<file path="config.mk">
export PLATFORM = sky130hd
export DESIGN_NAME = pi_system
export DESIGN_NICKNAME = d
export VERILOG_FILES = /design/src/rtl/pi_system.sv
export SDC_FILE = /design/constraint.sdc
export NUM_CORES = 1
export LEC_CHECK = 0
export CORE_MARGIN = 5
export CORE_UTILIZATION = 47
export DETAILED_ROUTE_END_ITERATION = 8
export PLACE_DENSITY = 0.95
export SYNTH_ARGS = -nofsm -noshare
export SYNTH_HDL_FRONTEND = slang
export SYNTH_SLANG_ARGS = --single-unit
export TNS_END_PERCENT = 5
</file>
<file path="constraint.sdc">
create_clock -name clk -period 5.87 [get_ports clk]
set_input_delay 0.587 -clock clk [delete_from_list [all_inputs] [get_ports clk]]
set_output_delay 0.587 -clock clk [all_outputs]
set_load 0.01 [all_outputs]
</file>
<file path="src/rtl/pi_system.sv">
// Priority-interrupt controller: merges APR, Unibus and program requests,
// arbitrates by level against in-progress levels and drives the microsequencer.
module pi_system #(
  parameter int SYNC_STAGES = 2
) (
  input  logic        clk,
  input  logic        rst,
  input  logic        clken,
  input  logic [0:35] dp,
  input  logic        piLOAD,
  input  logic        piACK,
  input  logic        piDISMISS,
  input  logic [1:7]  apr_pi_req,
  input  logic [1:7]  bus_pi_req,
  output logic        pi_req,
  output logic [0:2]  pi_new_level,
  output logic [0:2]  pi_cur_level,
  output logic [0:35] pi_status
);

  typedef enum logic [1:0] {IDLE = 2'd0, ARB = 2'd1, REQ = 2'd2} piState_t;

  function automatic logic [2:0] lowestLevel(input logic [1:7] v);
    logic [2:0] lev;
    lev = '0;
    for (int n = 7; n >= 1; n--) begin
      if (v[n]) lev = 3'(n);
    end
    return lev;
  endfunction

  function automatic logic [1:7] levelMask(input logic [2:0] lev);
    logic [1:7] m;
    m = '0;
    for (int n = 1; n <= 7; n++) begin
      if (lev == 3'(n)) m[n] = 1'b1;
    end
    return m;
  endfunction

  piState_t state;
  logic [1:7] progREQ, inPROG, levEN;
  logic       piON;
  logic [2:0] newLEV;
  logic       piReqReg;
  logic [2:0] newLevOut;

  logic [SYNC_STAGES-1:0][1:7] syncChain;
  logic [1:7] syncBus;

  logic [1:7] pend;
  logic [2:0] best, curLevel;
  logic       qualifies, latchedQual;
  logic       cono, conoClr;
  logic [1:7] levSel;
  logic [1:7] progNext, enNext, inProgNext, ackMask, dismissMask;
  logic       onNext;
  logic       unusedDp;

  // Bus requests are asynchronous; the chain runs regardless of clken.
  always_ff @(posedge clk or posedge rst) begin
    if (rst) begin
      syncChain <= '0;
    end else begin
      syncChain[0] <= bus_pi_req;
      for (int s = 1; s < SYNC_STAGES; s++) syncChain[s] <= syncChain[s-1];
    end
  end
  assign syncBus = syncChain[SYNC_STAGES-1];

  assign curLevel    = lowestLevel(inPROG);
  assign pend        = (syncBus | apr_pi_req | progREQ) & levEN & {7{piON}};
  assign best        = lowestLevel(pend);
  assign qualifies   = (best != 3'd0) && ((curLevel == 3'd0) || (best < curLevel));
  assign latchedQual = (|(pend & levelMask(newLEV))) &&
                       ((curLevel == 3'd0) || (newLEV < curLevel));

  assign cono     = clken & piLOAD;
  assign conoClr  = cono & dp[23];
  assign levSel   = dp[29:35];
  assign unusedDp = ^dp[0:21];

  always_comb begin
    progNext    = progREQ;
    enNext      = levEN;
    onNext      = piON;
    if (cono) begin
      if (dp[24]) progNext = progNext | levSel;
      if (dp[22]) progNext = progNext & ~levSel;
      if (dp[25]) enNext = enNext | levSel;
      if (dp[26]) enNext = enNext & ~levSel;
      if (dp[28]) onNext = 1'b1;
      if (dp[27]) onNext = 1'b0;
    end
    // Dismiss acts on the pre-cycle in-progress set, then the ack bit lands.
    ackMask     = (state == REQ && piACK) ? levelMask(newLEV) : '0;
    dismissMask = piDISMISS ? levelMask(curLevel) : '0;
    inProgNext  = (inPROG & ~dismissMask) | ackMask;
    if (conoClr) begin
      progNext   = '0;
      enNext     = '0;
      onNext     = 1'b0;
      inProgNext = '0;
    end
  end

  always_ff @(posedge clk or posedge rst) begin
    if (rst) begin
      state     <= IDLE;
      progREQ   <= '0;
      inPROG    <= '0;
      levEN     <= '0;
      piON      <= 1'b0;
      newLEV    <= '0;
      piReqReg  <= 1'b0;
      newLevOut <= '0;
    end else if (clken) begin
      progREQ <= progNext;
      inPROG  <= inProgNext;
      levEN   <= enNext;
      piON    <= onNext;
      if (conoClr) begin
        state     <= IDLE;
        piReqReg  <= 1'b0;
        newLevOut <= '0;
      end else begin
        unique case (state)
          IDLE: begin
            if (qualifies) begin
              newLEV <= best;
              state  <= ARB;
            end
          end
          ARB: begin
            if (latchedQual) begin
              state     <= REQ;
              piReqReg  <= 1'b1;
              newLevOut <= newLEV;
            end else begin
              state <= IDLE;
            end
          end
          REQ: begin
            // A better newcomer never preempts; it is picked up after the ack.
            if (piACK || !latchedQual) begin
              state     <= IDLE;
              piReqReg  <= 1'b0;
              newLevOut <= '0;
            end
          end
          default: begin
            state     <= IDLE;
            piReqReg  <= 1'b0;
            newLevOut <= '0;
          end
        endcase
      end
    end
  end

  assign pi_req       = piReqReg;
  assign pi_new_level = newLevOut;
  assign pi_cur_level = curLevel;

  always_comb begin
    pi_status        = '0;
    pi_status[11:17] = progREQ;
    pi_status[21:27] = inPROG;
    pi_status[28]    = piON;
    pi_status[29:35] = levEN;
  end

endmodule

</file>
# After elaboration in Yosys (flattened, before gate mapping)
# Index checks and enable logic that the tools add are counted.
# Widths: inputs -> output; s select.
# totals
output_inout_bits	43
elab_cells	124
in_bits	56
ff_bits	45
# classes
n_eq_ne	20
bitwise	16
mux	58
order_cmp	2
n_reduce_logical	18
# ops
operator	count
$mux 7	13
$mux 3	17
$and 7x7->7	6
$or 7x7->7	5
$eq 3x3->1 const B	8
$mux 1	21
$not 7->7	2
$eq 3x2->1 const B	4
$pmux 3 s3	1
$mux 2	4
$reduce_and 4->1	2
$reduce_or 7->1	1
$eq 3x1->1 const B	2
$lt 3x3->1	2
$ne 3x3->1 const B	2
$pmux 2 s3	1
$reduce_and 3->1	2
$reduce_bool 3->1	2
$logic_and 1x1->1	3
$logic_not 3->1	1
$logic_or 1x1->1	3
$ne 3x2->1 const B	1
$pmux 1 s3	1
$and 1x1->1	2
other kinds (8)	8

# Depth between registers and ports, before layout
# logic_depth
depth_word	17
mapped_depth	11
depth_no_buf	11

# Least setup slack after synthesis
# OpenSTA, ideal clock, no wires.
# synth_path
kind	input to register
start	input apr_pi_req[4] (netlist name)
end	register newLEV[0]
path_slack_ns	3.054
arrival_time_ns	2.689
n_path_buf	0
stages	8
cell_sequence	o311ai_0 nor2b_1 nand3_1 nor2b_1 ha_1 a2111oi_2 o221ai_2 mux2_1
# synth_via
elab_chain_len	12
word_cells_on_any_way	13
# synth_lines
item	line_no	source
start: declaration	13	input logic [1:7] apr_pi_req,
$or 7x7->7 (*) (2 in a row)	72	assign pend = (syncBus | apr_pi_req | progREQ) & levEN & {7{piON}};
$and 7x7->7 (*) (2 in a row)	72	
$mux 3 (*) (4 in a row)	27	if (v[n]) lev = 3'(n);
via best[2]	52	logic [2:0] best, curLevel;
$lt 3x3->1	74	assign qualifies = (best != 3'd0) && ((curLevel == 3'd0) || (best < curLevel));
$logic_or 1x1->1	74	
$logic_and 1x1->1 (*)	74	
$reduce_and 4->1 (no source line) (*)	--	
end signal: assignment	130	newLEV <= best;
end: declaration	44	logic [2:0] newLEV;
# The timed path passes the listed nets; every way through them passes the cells marked *.
# A chain may end at the register's enable or synchronous reset.

# Worst setup path in the final report
# layout_path
start	input apr_pi_req[4] (netlist name)
end	register newLEV[2]
# layout_via
elab_chain_len	12
word_cells_on_any_way	13
# layout_lines
item	line_no
$or 7x7->7 (*) (2 in a row)	72
$and 7x7->7 (*) (2 in a row)	72
$mux 3 (*) (4 in a row)	27
via best[2]	52
$lt 3x3->1	74
$logic_or 1x1->1	74
$logic_and 1x1->1	74
$reduce_and 4->1 (no source line)	--
# Marks and branches as above.

==> flow_metrics.env <==
export IMPL_setup_viol=0
export IMPL_path_cells="clkdlybuf4s50_1 > o311ai_0 > nor2b_1 > nand3_1 > nor2b_1 > ha_1 > a2111oi_2 > o221ai_2 > mux2_1"
export IMPL_critPathCaptureType="register"
export IMPL_p_leak_nw=1.38
export IMPL_cts_tree="built"
export IMPL_cts_sinks=45
export IMPL_die_x_microns=82.3
export IMPL_clock_latency_ns=0.31
export IMPL_h_tree_depth=2
export IMPL_peakVddDrop_v=0.000215
export IMPL_rsz0062_at_grt="false"
export IMPL_root_buffer="clkbuf_8"
export IMPL_nets=390
export IMPL_cts_hold_buf=0
export IMPL_cp_data_required_time_ns=6.06
export IMPL_dieArea_sq_mm=0.00678
export IMPL_yosys_register_bits=45
export IMPL_cts_resized=0
export IMPL_status="completed"
export IMPL_cp_top_family="compound AO/OA/AOI/OAI gates"
export IMPL_synth_cell_type_count=42
export IMPL_area_growth_pct=29.7
export IMPL_layout_drive_gt1_share=0.0453
export IMPL_dp_hpwl_mm=4.77
export IMPL_p_per_area_mw_per_mm2=329
export IMPL_place_congestion=0.910
export IMPL_ant_nets=0
export IMPL_viasPerCell=5.69
export IMPL_crit_path_frequent_cell="nor2b_1"
export IMPL_holdWs_ns=0.355
export IMPL_syn_area_sq_mm=0.00246
export IMPL_wl_per_cell_microns=16.1
export IMPL_worstMarginPinSlew_ns=0.821
export IMPL_fin_util=0.624
export IMPL_wl_mm=6.45
export IMPL_setup_tns_ns=0
export IMPL_start_util=0.482
export IMPL_syn_inst=272
export IMPL_min_period_over_period=0.583
export IMPL_arrival_ns=3.61
export IMPL_grt_pass1_wl_mm=10.4
export IMPL_drt_iter0_drc=261
export IMPL_clock_skew_ns=0.0116
export IMPL_yosysWarnings=0
export IMPL_slew_headroom=0.446
export IMPL_grt_max_degree=46
export IMPL_rows=26
export IMPL_postCtsSetupRepairBufs=0
export IMPL_ys_seq_area_frac=0.458
export IMPL_critPathSlowestCell="o311ai_0"
export IMPL_criticalPathCategory="input port to register"
export IMPL_worstSetupStartpointType="input port"
export IMPL_antenna_found_initial=0
export IMPL_pre_cts_ws_ns=2.15
export IMPL_timing_critical_path_buf_inv=1
export IMPL_max_freq_mhz=292
export IMPL_path_max_fanout=4
export IMPL_fp_coreArea_sq_mm=0.00511
export IMPL_portBuffers=62
export IMPL_n_antenna_cell=0
export IMPL_dr_pass1_iters=4
export IMPL_cts_buffers=5
export IMPL_path_clk_slew_ns=0.09
export IMPL_fin_crit_ns=3.42
export IMPL_slew_violations=0
export IMPL_fin_ws_ns=2.45
export IMPL_finalHoldViolCount=0
export IMPL_io_pins=99
export IMPL_grt_pass1_vias=2168
export IMPL_synth_area_per_cell_sq_um=9.04
export IMPL_vias=2282
export IMPL_slowest_delay_ns=0.73
export IMPL_hold_path_class="register to register"
export IMPL_grt_util_all_layers=0.203
export IMPL_cts_buffer_depth=2
export IMPL_die_y_microns=82.3
export IMPL_grt_ovfl_total=0
export IMPL_drv_cap=0
export IMPL_drc_errors=0
## placed cells by master, fill, tap and decap left out, types with 3 or more instances in the layout
cell type / n
a21oi_1: 16
o311a_1: 4
nand2_1: 34
and3_1: 5
a22oi_1: 7
nor2_1: 27
nor2b_1: 4
mux2_1: 6
ha_1: 4
o21ai_0: 37
clkbuf_8: 5
a31oi_1: 4
conb_1: 14
nand3_1: 7
o31ai_1: 3
nor3_1: 3
inv_1: 12
dfrtp_1: 45
clkdlybuf4s50_1: 62
## logic make-up (layout without fill, tap and decap cells)
family,after synthesis,count (layout),synth area share
adder cells (fa/ha/maj),4,4,0.0203
flip-flops,45,45,0.458
AND/OR/NAND/NOR,86,86,0.153
AO/OA/AOI/OAI,90,90,0.249
other,1,14,0.00152
multiplexers,8,8,0.0356
buffers and inverters,38,84,0.0824
## synth_stat cells, drive strengths merged
cell type,count,area [sq um]
a21o,1,7.51
o41ai,2,17.5
nand4,1,6.26
buf,16,120
nor4,1,6.26
mux2i,2,20.0
o311ai,4,42.6
a31oi,4,25.0
o31ai,3,22.5
clkbuf,9,33.8
o21a,1,7.51
inv,13,48.8
conb,1,3.75
nand2,34,128
nor2,27,101
o21ai,37,185
a41oi,1,8.76
o221ai,1,15.0
a211oi,1,12.5
and3b,1,8.76
dfrtp,45,1130
and3,5,31.3
nand3,7,35.0
a32o,1,10.0
a221oi,2,23.8
nand2b,2,12.5
nor2b,4,25.0
o2bb2ai,1,8.76
nor3,3,15.0
o311a,5,61.3
a22oi,7,52.6
mux2,6,67.6
nor3b,1,7.51
o32a,1,10.0
ha,4,50.1
a21boi,1,7.51
a2111oi,1,15.0
a21oi,16,80.1
## stage by stage
step	cells	power, mW	area, sq um
after global placement	393	0.784	3070
after detailed placement	393	0.803	3070
after floorplan	285	0.645	2510
final	401	1.05	3190
after CTS	401	1.05	3190
after global routing	401	1.11	3190
## layout make-up
class | count | area [sq um]
inverter | 13 | 48.8
tap | 70 | 87.6
clock inverter | 3 | 50.0
multi-input combinational | 202 | 1180
fill | 396 | 1920
timing repair buffer | 63 | 628
sequential | 45 | 1130
clock buffer | 5 | 68.8
## per-layer routing
layer | GRT usage | part of all wire
met4 | 0.111 | 0.039
met3 | 0.0336 | 0.070
met1 | 0.250 | 0.39
met2 | 0.336 | 0.50
met5 | 0 | 0
## power by group
group | internal [mW] | switching [mW] | leakage [nW]
logic | 0.181 | 0.170 | 0.765
clock network | 0.130 | 0.115 | 0.0603
registers | 0.367 | 0.0869 | 0.557
total | 0.679 | 0.372 | 1.38
## final timing paths
kind                       cells after the start          to           from  slack (ns)
setup reg to reg                               8   newLEV[2]     progREQ[4]        2.70
hold reg to reg                                0  syncBus[1]   syncChain[6]        0.35
max in group asynchronous                      3   inPROG[4]            rst        4.77
hold / removal                                 0  syncBus[1]   syncChain[6]        0.35
min in group asynchronous                      3    levEN[2]            rst        0.73
setup / recovery                               9   newLEV[2]  apr_pi_req[4]        2.45
## state kept, by name (all words and copies together) (netlist names)
signal,count
pi_new_level,3
progREQ,7
inPROG,7
pi_req,1
syncChain,7
newLEV,3
syncBus,7
levEN,7
piON,1
state,2
(Power assumes the default switching activity.)
